==> src/rtl/bp_pkg.sv <==
// Shared definitions for the fetch-side branch predictor: counter encodings,
// the saturating counter update and the table index-width derivation.
package bp_pkg;

  typedef enum logic [1:0] {
    CTR_SNT = 2'b00,
    CTR_WNT = 2'b01,
    CTR_WT  = 2'b10,
    CTR_ST  = 2'b11
  } ctr_e;

  function automatic ctr_e ctr_next(ctr_e ctr, logic taken);
    ctr_e nxt;
    nxt = ctr;
    case (ctr)
      CTR_SNT: nxt = taken ? CTR_WNT : CTR_SNT;
      CTR_WNT: nxt = taken ? CTR_WT  : CTR_SNT;
      CTR_WT:  nxt = taken ? CTR_ST  : CTR_WNT;
      CTR_ST:  nxt = taken ? CTR_ST  : CTR_WT;
      default: nxt = CTR_WNT;
    endcase
    return nxt;
  endfunction

  function automatic int idx_w(int entries);
    return $clog2(entries);
  endfunction

endpackage

==> src/rtl/branch_predictor_if.sv <==
// Fetch lookup, execute-stage resolve and statistics signals of the branch
// predictor. The pipeline side is the master, the predictor the slave.
interface branch_predictor_if #(
  parameter int PC_W = 16
);
  logic [PC_W-1:0] if_pc;
  logic            pred_taken;
  logic [PC_W-1:0] pred_target;

  logic            ex_valid;
  logic            ex_is_cti;
  logic [PC_W-1:0] ex_pc;
  logic            ex_taken;
  logic [PC_W-1:0] ex_target;
  logic            ex_pred_taken;
  logic [PC_W-1:0] ex_pred_target;

  logic            mispredict;
  logic [PC_W-1:0] redirect_pc;
  logic [15:0]     br_count;
  logic [15:0]     mp_count;

  modport master (
    output if_pc, ex_valid, ex_is_cti, ex_pc, ex_taken, ex_target,
           ex_pred_taken, ex_pred_target,
    input  pred_taken, pred_target, mispredict, redirect_pc, br_count, mp_count
  );

  modport slave (
    input  if_pc, ex_valid, ex_is_cti, ex_pc, ex_taken, ex_target,
           ex_pred_taken, ex_pred_target,
    output pred_taken, pred_target, mispredict, redirect_pc, br_count, mp_count
  );
endinterface

==> src/rtl/btb_array.sv <==
// Direct-mapped branch target buffer storage: two combinational read ports
// (fetch lookup and resolve lookup) and one synchronous write port.
module btb_array
  import bp_pkg::*;
#(
  parameter int ENTRIES = 16,
  parameter int PC_W    = 16,
  parameter int IDX_W   = idx_w(ENTRIES),
  parameter int TAG_W   = PC_W - IDX_W
) (
  input  logic             clk,
  input  logic             rst_n,

  input  logic [IDX_W-1:0] ra_idx,
  output logic             ra_valid,
  output logic [TAG_W-1:0] ra_tag,
  output logic [PC_W-1:0]  ra_target,
  output ctr_e             ra_ctr,

  input  logic [IDX_W-1:0] rb_idx,
  output logic             rb_valid,
  output logic [TAG_W-1:0] rb_tag,
  output logic [PC_W-1:0]  rb_target,
  output ctr_e             rb_ctr,

  input  logic             wr_en,
  input  logic [IDX_W-1:0] wr_idx,
  input  logic [TAG_W-1:0] wr_tag,
  input  logic [PC_W-1:0]  wr_target,
  input  ctr_e             wr_ctr
);

  logic             valid_q  [ENTRIES];
  logic [TAG_W-1:0] tag_q    [ENTRIES];
  logic [PC_W-1:0]  target_q [ENTRIES];
  ctr_e             ctr_q    [ENTRIES];

  // NOTE: every entry is cleared on reset so a stale valid bit can never
  // produce a hit; this forces a flop array rather than an SRAM macro.
  always_ff @(posedge clk or negedge rst_n) begin
    if (!rst_n) begin
      for (int i = 0; i < ENTRIES; i++) begin
        valid_q[i]  <= 1'b0;
        tag_q[i]    <= '0;
        target_q[i] <= '0;
        ctr_q[i]    <= CTR_WNT;
      end
    end else if (wr_en) begin
      // NOTE: non-blocking assignments keep every flop update ordered
      // against the same pre-edge values, whatever the block ordering.
      valid_q[wr_idx]  <= 1'b1;
      tag_q[wr_idx]    <= wr_tag;
      target_q[wr_idx] <= wr_target;
      ctr_q[wr_idx]    <= wr_ctr;
    end
  end

  assign ra_valid  = valid_q[ra_idx];
  assign ra_tag    = tag_q[ra_idx];
  assign ra_target = target_q[ra_idx];
  assign ra_ctr    = ctr_q[ra_idx];

  assign rb_valid  = valid_q[rb_idx];
  assign rb_tag    = tag_q[rb_idx];
  assign rb_target = target_q[rb_idx];
  assign rb_ctr    = ctr_q[rb_idx];

endmodule

==> src/rtl/branch_predictor.sv <==
// Fetch-side branch predictor: BTB lookup for IF, training and mispredict
// detection from the EX resolve, plus saturating branch statistics.
module branch_predictor
  import bp_pkg::*;
#(
  parameter int ENTRIES = 16,
  parameter int PC_W    = 16
) (
  input  logic               clk,
  input  logic               rst_n,
  branch_predictor_if.slave  bus
);

  localparam int IDX_W = idx_w(ENTRIES);
  localparam int TAG_W = PC_W - IDX_W;
  localparam logic [PC_W-1:0] PC_ONE  = PC_W'(1);
  localparam logic [15:0]     CNT_MAX = 16'hFFFF;

  logic             f_valid, x_valid;
  logic [TAG_W-1:0] f_tag, x_tag;
  logic [PC_W-1:0]  f_target, x_target;
  ctr_e             f_ctr, x_ctr;
  logic             f_hit, x_hit;
  logic             resolve;

  logic             wr_en;
  logic [PC_W-1:0]  wr_target;
  ctr_e             wr_ctr;

  logic [15:0]      br_count_q, mp_count_q;

  btb_array #(
    .ENTRIES (ENTRIES),
    .PC_W    (PC_W),
    .IDX_W   (IDX_W),
    .TAG_W   (TAG_W)
  ) u_btb (
    .clk       (clk),
    .rst_n     (rst_n),
    .ra_idx    (bus.if_pc[IDX_W-1:0]),
    .ra_valid  (f_valid),
    .ra_tag    (f_tag),
    .ra_target (f_target),
    .ra_ctr    (f_ctr),
    .rb_idx    (bus.ex_pc[IDX_W-1:0]),
    .rb_valid  (x_valid),
    .rb_tag    (x_tag),
    .rb_target (x_target),
    .rb_ctr    (x_ctr),
    .wr_en     (wr_en),
    .wr_idx    (bus.ex_pc[IDX_W-1:0]),
    .wr_tag    (bus.ex_pc[PC_W-1:IDX_W]),
    .wr_target (wr_target),
    .wr_ctr    (wr_ctr)
  );

  // Lookup reads registered state only, so a same-cycle update is not seen.
  assign f_hit           = f_valid && (f_tag == bus.if_pc[PC_W-1:IDX_W]);
  assign bus.pred_taken  = f_hit && f_ctr[1];
  assign bus.pred_target = bus.pred_taken ? f_target : bus.if_pc + PC_ONE;

  assign resolve         = bus.ex_valid && bus.ex_is_cti;
  assign x_hit           = x_valid && (x_tag == bus.ex_pc[PC_W-1:IDX_W]);
  assign bus.redirect_pc = bus.ex_taken ? bus.ex_target : bus.ex_pc + PC_ONE;
  assign bus.mispredict  = resolve &&
                           ((bus.ex_taken != bus.ex_pred_taken) ||
                            (bus.ex_taken && bus.ex_pred_taken &&
                             (bus.ex_target != bus.ex_pred_target)));

  // NOTE: every signal gets a default first so no path leaves it unassigned,
  // which would otherwise infer a latch.
  always_comb begin
    wr_en     = 1'b0;
    wr_target = x_target;
    wr_ctr    = x_ctr;
    if (resolve) begin
      if (x_hit) begin
        wr_en  = 1'b1;
        wr_ctr = ctr_next(x_ctr, bus.ex_taken);
        if (bus.ex_taken) wr_target = bus.ex_target;
      end else if (bus.ex_taken) begin
        wr_en     = 1'b1;
        wr_ctr    = CTR_WT;
        wr_target = bus.ex_target;
      end
    end
  end

  always_ff @(posedge clk or negedge rst_n) begin
    if (!rst_n) begin
      br_count_q <= '0;
      mp_count_q <= '0;
    end else begin
      if (resolve && br_count_q != CNT_MAX)
        br_count_q <= br_count_q + 16'd1;
      if (bus.mispredict && mp_count_q != CNT_MAX)
        mp_count_q <= mp_count_q + 16'd1;
    end
  end

  assign bus.br_count = br_count_q;
  assign bus.mp_count = mp_count_q;

endmodule

==> src/flat_wrapper.sv <==
// flat-port wrapper written by rule: the top's interface ports become plain ports
module branch_predictor_flat import bp_pkg::*;
#(
  parameter int ENTRIES = 16,
  parameter int PC_W    = 16
)
  (clk, rst_n, bus_if_pc, bus_ex_valid, bus_ex_is_cti, bus_ex_pc, bus_ex_taken, bus_ex_target, bus_ex_pred_taken, bus_ex_pred_target, bus_pred_taken, bus_pred_target, bus_mispredict, bus_redirect_pc, bus_br_count, bus_mp_count);
  branch_predictor_if #(.PC_W(PC_W)) bus_i ();
  input  logic clk;
  input  logic rst_n;
  input wire logic [$bits(bus_i.if_pc)-1:0] bus_if_pc;
  input wire logic [$bits(bus_i.ex_valid)-1:0] bus_ex_valid;
  input wire logic [$bits(bus_i.ex_is_cti)-1:0] bus_ex_is_cti;
  input wire logic [$bits(bus_i.ex_pc)-1:0] bus_ex_pc;
  input wire logic [$bits(bus_i.ex_taken)-1:0] bus_ex_taken;
  input wire logic [$bits(bus_i.ex_target)-1:0] bus_ex_target;
  input wire logic [$bits(bus_i.ex_pred_taken)-1:0] bus_ex_pred_taken;
  input wire logic [$bits(bus_i.ex_pred_target)-1:0] bus_ex_pred_target;
  output wire logic [$bits(bus_i.pred_taken)-1:0] bus_pred_taken;
  output wire logic [$bits(bus_i.pred_target)-1:0] bus_pred_target;
  output wire logic [$bits(bus_i.mispredict)-1:0] bus_mispredict;
  output wire logic [$bits(bus_i.redirect_pc)-1:0] bus_redirect_pc;
  output wire logic [$bits(bus_i.br_count)-1:0] bus_br_count;
  output wire logic [$bits(bus_i.mp_count)-1:0] bus_mp_count;
  assign bus_i.if_pc = bus_if_pc;
  assign bus_i.ex_valid = bus_ex_valid;
  assign bus_i.ex_is_cti = bus_ex_is_cti;
  assign bus_i.ex_pc = bus_ex_pc;
  assign bus_i.ex_taken = bus_ex_taken;
  assign bus_i.ex_target = bus_ex_target;
  assign bus_i.ex_pred_taken = bus_ex_pred_taken;
  assign bus_i.ex_pred_target = bus_ex_pred_target;
  assign bus_pred_taken = bus_i.pred_taken;
  assign bus_pred_target = bus_i.pred_target;
  assign bus_mispredict = bus_i.mispredict;
  assign bus_redirect_pc = bus_i.redirect_pc;
  assign bus_br_count = bus_i.br_count;
  assign bus_mp_count = bus_i.mp_count;
  branch_predictor #(.ENTRIES(ENTRIES), .PC_W(PC_W)) u_core (.clk(clk), .rst_n(rst_n), .bus(bus_i));
endmodule
==> config.mk <==
export PLATFORM = sky130hd
export DESIGN_NAME = branch_predictor_flat
export DESIGN_NICKNAME = d
export VERILOG_FILES = /design/src/rtl/bp_pkg.sv /design/src/rtl/branch_predictor_if.sv /design/src/rtl/btb_array.sv /design/src/rtl/branch_predictor.sv /design/src/flat_wrapper.sv
export SDC_FILE = /design/constraint.sdc
export NUM_CORES = 1
export LEC_CHECK = 0
export CORE_MARGIN = 4
export CORE_UTILIZATION = 46
export CTS_BUF_LIST = sky130_fd_sc_hd__clkbuf_2 sky130_fd_sc_hd__clkbuf_4 sky130_fd_sc_hd__clkbuf_8
export CTS_CLUSTER_SIZE = 24
export DETAILED_ROUTE_END_ITERATION = 8
export GPL_TIMING_DRIVEN = 1
export PLACE_DENSITY = 0.65
export SLEW_MARGIN = 25
export SYNTH_ARGS = -nofsm -noshare
export SYNTH_HDL_FRONTEND = slang
export SYNTH_HIERARCHICAL = 1
export SYNTH_SLANG_ARGS = --single-unit
==> constraint.sdc <==
create_clock -name clk -period 3.9 [get_ports clk]
set_input_delay 0.78 -clock clk [delete_from_list [all_inputs] [get_ports clk]]
set_output_delay 0.78 -clock clk [all_outputs]
set_load 0.005 [all_outputs]
## Word level (Yosys, flattened, before mapping)

Index checks and enable logic that the tools add are counted.

- Multiplexer cells: 50
- Equality and inequality tests: 9
- $lt $le $gt $ge: 3
- Add/subtract/negate cells: 4
- Reductions and logical operators: 12
- Bitwise operators: 3

Operators by type and width:

| cell | count |
|---|---|
| $bwmux W256 | 1 |
| $bwmux W192 | 1 |
| $mux W16 | 9 |
| $bmux W16 S4 | 2 |
| $bmux W12 S4 | 2 |
| $add A16 B1 Y16 const B | 4 |
| $demux W16 S4 | 1 |
| $mux W12 | 5 |
| $demux W12 S4 | 1 |
| $bwmux W32 | 1 |
| $ne A16 B16 Y1 const B | 2 |
| $eq A12 B12 Y1 | 2 |
| $mux W2 | 10 |
| $bmux W2 S4 | 2 |
| $ne A16 B16 Y1 | 1 |
| $or A16 B16 Y16 | 1 |
| $ge A5 B5 Y1 const B | 2 |
| $logic_and A1 B1 Y1 | 10 |
| $mux W1 | 10 |
| $not A4 Y5 | 2 |
| $bmux W1 S4 | 2 |
| $demux W2 S4 | 1 |
| $pmux W2 S4 | 1 |
| $lt A5 B1 Y1 const B | 1 |
| other kinds (6) | 7 |

- Register bits: 528
- Output and inout port bits: 66
- Input bits: 70
- Logic and storage cells: 147

## Logic depth before layout (Yosys ltp)

- Depth after elaboration: 9
- Mapped depth: 17
- Mapped depth without buffers: 12

## Cells and area by module

The synthesis kept the hierarchy.

Modules (own cells, without submodules):

| module | cells each | area an instance (um^2) | times used | seq. area each (um^2) |
|---|---|---|---|---|
| btb_array | 1622 | 25662.1 | 1 | 12431.9 |
| branch_predictor | 376 | 3036.7 | 1 | 800.8 |

## Worst setup path after synthesis

No wires, ideal clock.

- Path type: input to register
- Start point: input port bus_ex_pc[0]
- End point: register u_core/u_btb/tag_q[144] (netlist name)
- Data required time: 3775 ps
- Stages: 16
- Setup slack: -368 ps
- Library setup time: 125 ps
- Arrival: 4143 ps
- Path through: clkbuf_1 > buf_2 > mux4_2 > a22oi_1 > nand2_1 > xor2_1 > nor4_1 > nand4_1 > nor3_2 > inv_1 > nand2_1 > nor3b_1 > and3_1 > buf_2 > buf_4 > mux2_2

- Word-level cells in the longest chain between the ends: 8
- Elaborated cells on any way between the ends: 17
- Classes of those cells: order compare (2); eq/ne (1); mux (11); bitwise (1); reduce/logical (2)

RTL lines:

| what | line | RTL |
|---|---|---|
| start: declaration | flat_wrapper.sv:14 | `input wire logic [$bits(bus_i.ex_pc)-1:0] bus_ex_pc;` |
| $not A4 Y5 (implied by the code) | btb_array.sv:64 | `assign rb_tag = tag_q[rb_idx];` |
| $bmux W12 S4 | btb_array.sv:64 |  |
| $mux W12 (implied by the code) (2 in series) | btb_array.sv:64 |  |
| named net u_core.x_tag[1] | branch_predictor.sv:20 | `logic [TAG_W-1:0] f_tag, x_tag;` |
| $eq A12 B12 Y1 | branch_predictor.sv:63 | `assign x_hit = x_valid && (x_tag == bus.ex_pc[PC_W-1:IDX_W]);` |
| $logic_and A1 B1 Y1 | branch_predictor.sv:63 |  |
| $mux W1 | branch_predictor.sv:77 | `if (x_hit) begin` |
| $mux W1 | branch_predictor.sv:76 | `if (resolve) begin` |
| named net u_core.wr_en | branch_predictor.sv:26 | `logic wr_en;` |
| end signal: indexed assignment | btb_array.sv:52 | `tag_q[wr_idx] <= wr_tag;` |
| end: declaration | btb_array.sv:34 | `logic [TAG_W-1:0] tag_q [ENTRIES];` |

The timed path passes the listed nets, and every way through them passes these cells. The select of a mux whose other input is x is not followed.
A chain may end at the register's enable or synchronous reset.

## Worst setup path in the final report

- Start point: input port bus_if_pc[0]
- End point: output port bus_pred_target[10]

- Word-level cells in the longest chain between the ends: 8
- Elaborated cells on any way between the ends: 18
- Classes of those cells: add/sub (1); eq/ne (1); mux (13); bitwise (1); reduce/logical (2)

RTL lines:

| what | line | RTL |
|---|---|---|
| start: declaration | flat_wrapper.sv:11 | `input wire logic [$bits(bus_i.if_pc)-1:0] bus_if_pc;` |
| $not A4 Y5 (implied by the code) | btb_array.sv:59 | `assign ra_tag = tag_q[ra_idx];` |
| $bmux W12 S4 | btb_array.sv:59 |  |
| $mux W12 (implied by the code) (2 in series) | btb_array.sv:59 |  |
| named net u_core.f_tag[7] | branch_predictor.sv:20 |  |
| $eq A12 B12 Y1 | branch_predictor.sv:58 | `assign f_hit = f_valid && (f_tag == bus.if_pc[PC_W-1:IDX_W]);` |
| $logic_and A1 B1 Y1 | branch_predictor.sv:58 |  |
| $logic_and A1 B1 Y1 | branch_predictor.sv:59 | `assign bus.pred_taken = f_hit && f_ctr[1];` |
| $mux W16 | branch_predictor.sv:60 | `assign bus.pred_target = bus.pred_taken ? f_target : bus.if_pc + PC_ONE;` |
| end: declaration | flat_wrapper.sv:20 | `output wire logic [$bits(bus_i.pred_target)-1:0] bus_pred_target;` |

The timed path passes the listed nets, and every way through them passes these cells. The select of a mux whose other input is x is not followed.

==> flow_summary_export.csv <==
group,metric,value,unit
outcome,run_status,"complete, but fails checks",
outcome,violations,"setup timing",
cts,cts_hold_repair.buffers,0,
cts,cts_tree,"done",
power_and_ir_drop,cellPowerDensity,405,nW/um2
timing,fin_skew,0.0406,ns
route,firstDrtPassIters,5,
setup_path,worst-r2r-setup-slack,0.06,ns
cts,worst_setup_hold_path_clk_slew,0.06,ns
timing,finalCriticalPeriod,4.28,ns
setup_path,worst-r2r-cell-count,16,
cts,tritoncts.num_buffers,93,
setup_path,setup.worst_path.class,"primary input to output port",
cts,cts_max_level,3,
setup_path,cp.required,3.12,ns
grt,grt.overflow.total,0,
yosys,synth.avg_cell_area,14.4,um2
timing,report.final.setup_viol,17,
final_layout,finalCoreUtilization,0.582,
placed_design,place.detailed.hpwl,62.6,mm
final_layout,drive_gt1_frac,0.554,
route,drt.antenna.violating_nets,0,
route,vias,20500,
die,die-height,257,um
yosys,synth.yosys.warnings,6,
placed_design,gp_congestion,0.906,
final_layout,area.growth.synth_to_final,25.4,%
setup_path,critical_path_arrival,3.50,ns
die,floorplan.die_area,66200,um2
grt,maximum_number_of_pins_on_one_net_before_global_route_repair,111,
setup_path,timing.critical_path.to_type,"output port",
power_and_ir_drop,power.static_leakage,16.2,nW
yosys,netlist_instances,1991,
cts,ctsRootBufferMaster,"clkbuf_8",
cts,clock_insertion_delay_worst_skew,0.71,ns
yosys,syn-num-nets,2066,
die,core_area,61600,um2
timing,max_slew_margin,0.542,
timing,finalCritPeriodShare,1.10,
timing,max_slew.worst_pin.slew,0.687,ns
cts,clock_path_buffers,3,
die,floorplan.initialDensity,0.464,
setup_path,path_max_fanout,7,
hold_path,worstHoldPathType,"primary input to async pin",
setup_path,critical_path.startpoint_type,"primary input",
route,drc_errors,0,
timing,maxSlewViolCount,0,
grt,first_global_vias,21600,
power_and_ir_drop,vdd_ir_drop_max,0.000375,V
placed_design,place_worst_setup_slack,-0.899,ns
setup_path,r2r-end,"u_core/u_btb/tag_q[46]",
route,drt_iter0_markers,2303,
timing,timing.fmax,0.234,GHz
route,viasPerCell,6.33,
timing,grt_setup_unrepaired,"true",
route,drt-wirelength-per-cell,29.2,um
die,ios,136,
flow_run,total_of_max_cap_violations,0,
setup_path,critical_path.reg2reg.startpoint,"u_core/u_btb/tag_q[51]",
grt,grt.total_usage,0.286,
grt,wire_length_of_the_first_global_routing_pass,142,mm
die,chipWidth,257,um
placed_design,port_buffers,135,
cts,clock_sink_count,528,
yosys,mappedNetlistArea,28600,um2
grt,grt_antenna_before_repair,5,
die,num_rows,91,
timing,finalHoldViolations,0,
final_layout,final_net_count,2398,
route,detail_route.wirelength,94.6,mm
final_layout,final.fill_count,4839,
timing,final_critical_path_setup_slack,-0.380,ns
==> final cells by class <==
cell class                      count  area, um2  area share
Sequential cell                   528      13200       0.369
Clock inverter                     21        190     0.00531
Multi-Input combinational cell   1282      15100       0.422
Antenna cell                        2       5.00    0.000140
Clock buffer                      152       1950      0.0543
Timing Repair Buffer              410       4280       0.119
Tap cell                          837       1050      0.0292
Inverter                            8       30.0    0.000838
==> per-stage QoR <==
| stage | cells | hold WS (ns) | setup TNS (ns) | power, mW | instance area [um2] |
|---|---|---|---|---|---|
| floorplan | 1991 | 0.446 | -0.0673 | 7.61 | 28800 |
| global placement | 3037 | 0.463 | -260.40 | 8.63 | 32800 |
| detailed placement | 3037 | 0.482 | -273.82 | 8.70 | 32800 |
| CTS | 3236 | 0.0955 | -3.48 | 14.5 | 35700 |
| global route | 3240 | 0.123 | -6.54 | 15.1 | 35800 |
| finish | 3240 | 0.116 | -5.10 | 14.5 | 35800 |
==> critical path, cell delays in order <==
cell and delay [ns]:
clkbuf_16 0.15, buf_12 0.14, buf_12 0.13, mux4_2 0.51, a22oi_2 0.21, nand2_2 0.10
xor2_2 0.20, nor4_2 0.31, nand4_1 0.17, buf_6 0.19, buf_16 0.16, buf_12 0.14
nor2_4 0.09, a21oi_4 0.05, buf_6 0.13
==> placed cells by master, fill, tap and decap left out, drive strengths merged, types with 2 or more instances in the layout <==
| cell | count |
|---|---|
| nand2 | 108 |
| nand3b | 3 |
| clkinv | 15 |
| xnor2 | 54 |
| ha | 5 |
| inv | 10 |
| and3 | 13 |
| bufinv | 3 |
| nor3 | 14 |
| nand2b | 9 |
| buf | 296 |
| dlygate4sd2 | 3 |
| nor2 | 46 |
| nor2b | 4 |
| dfrtp | 512 |
| and4 | 2 |
| or2 | 12 |
| xor2 | 43 |
| and2 | 4 |
| mux4 | 244 |
| mux2 | 498 |
| a22oi | 122 |
| nand4 | 16 |
| diode | 2 |
| clkbuf | 153 |
| nor4 | 6 |
| or3 | 3 |
| dlymetal6s2s | 5 |
| clkdlybuf4s50 | 104 |
| o21ai | 19 |
| nand3 | 32 |
| dfstp | 16 |
| a31oi | 2 |
| a21oi | 14 |
==> layer usage <==
layer	share of wire	up-vias	global-route usage
li1	-	8284	-
met1	0.41	10900	0.395
met2	0.46	1071	0.440
met3	0.10	211	0.0840
met4	0.032	4	0.0921
met5	0.00020	-	0
==> flip-flops by register name (all words and copies together) (netlist names) <==
register and flops:
u_core/u_btb/tag_q 192, u_core/bus.br_count 16, u_core/u_btb/valid_q 16, u_core/u_btb/ctr_q 32, u_core/bus.mp_count 16, u_core/u_btb/target_q 256
==> timing repair <==
item | in CTS | in global routing
pin swaps | 28 | 23
resized for setup | 178 | 37
setup endpoints to repair | 29 | 96
buffers inserted | 21 | 2
cloned | 6 | 0
hold endpoints to repair | 0 | 0
==> power by group <==
part | switching (mW) | internal, mW
Combinational | 1.09 | 1.30
Clock | 2.41 | 3.36
Sequential | 0.416 | 5.94
==> how the worst max path moves through the flow <==
| stage | start | to | cells past startpoint | slack, ns |
|---|---|---|---|---|
| final | bus_if_pc[0] | bus_pred_target[10] | 15 | -0.38 |
| after global routing | bus_if_pc[0] | bus_pred_target[10] | 16 | -0.45 |
| after CTS | bus_if_pc[0] | bus_pred_target[13] | 15 | -0.35 |
| after global placement | bus_if_pc[3] | bus_pred_target[13] | 14 | -1.00 |
| after floorplan | bus_if_pc[0] | bus_pred_target[13] | 11 | -0.03 |
| after detailed placement | bus_if_pc[0] | bus_pred_target[9] | 12 | -0.90 |
No activity file was read; power rests on OpenSTA's default activity.
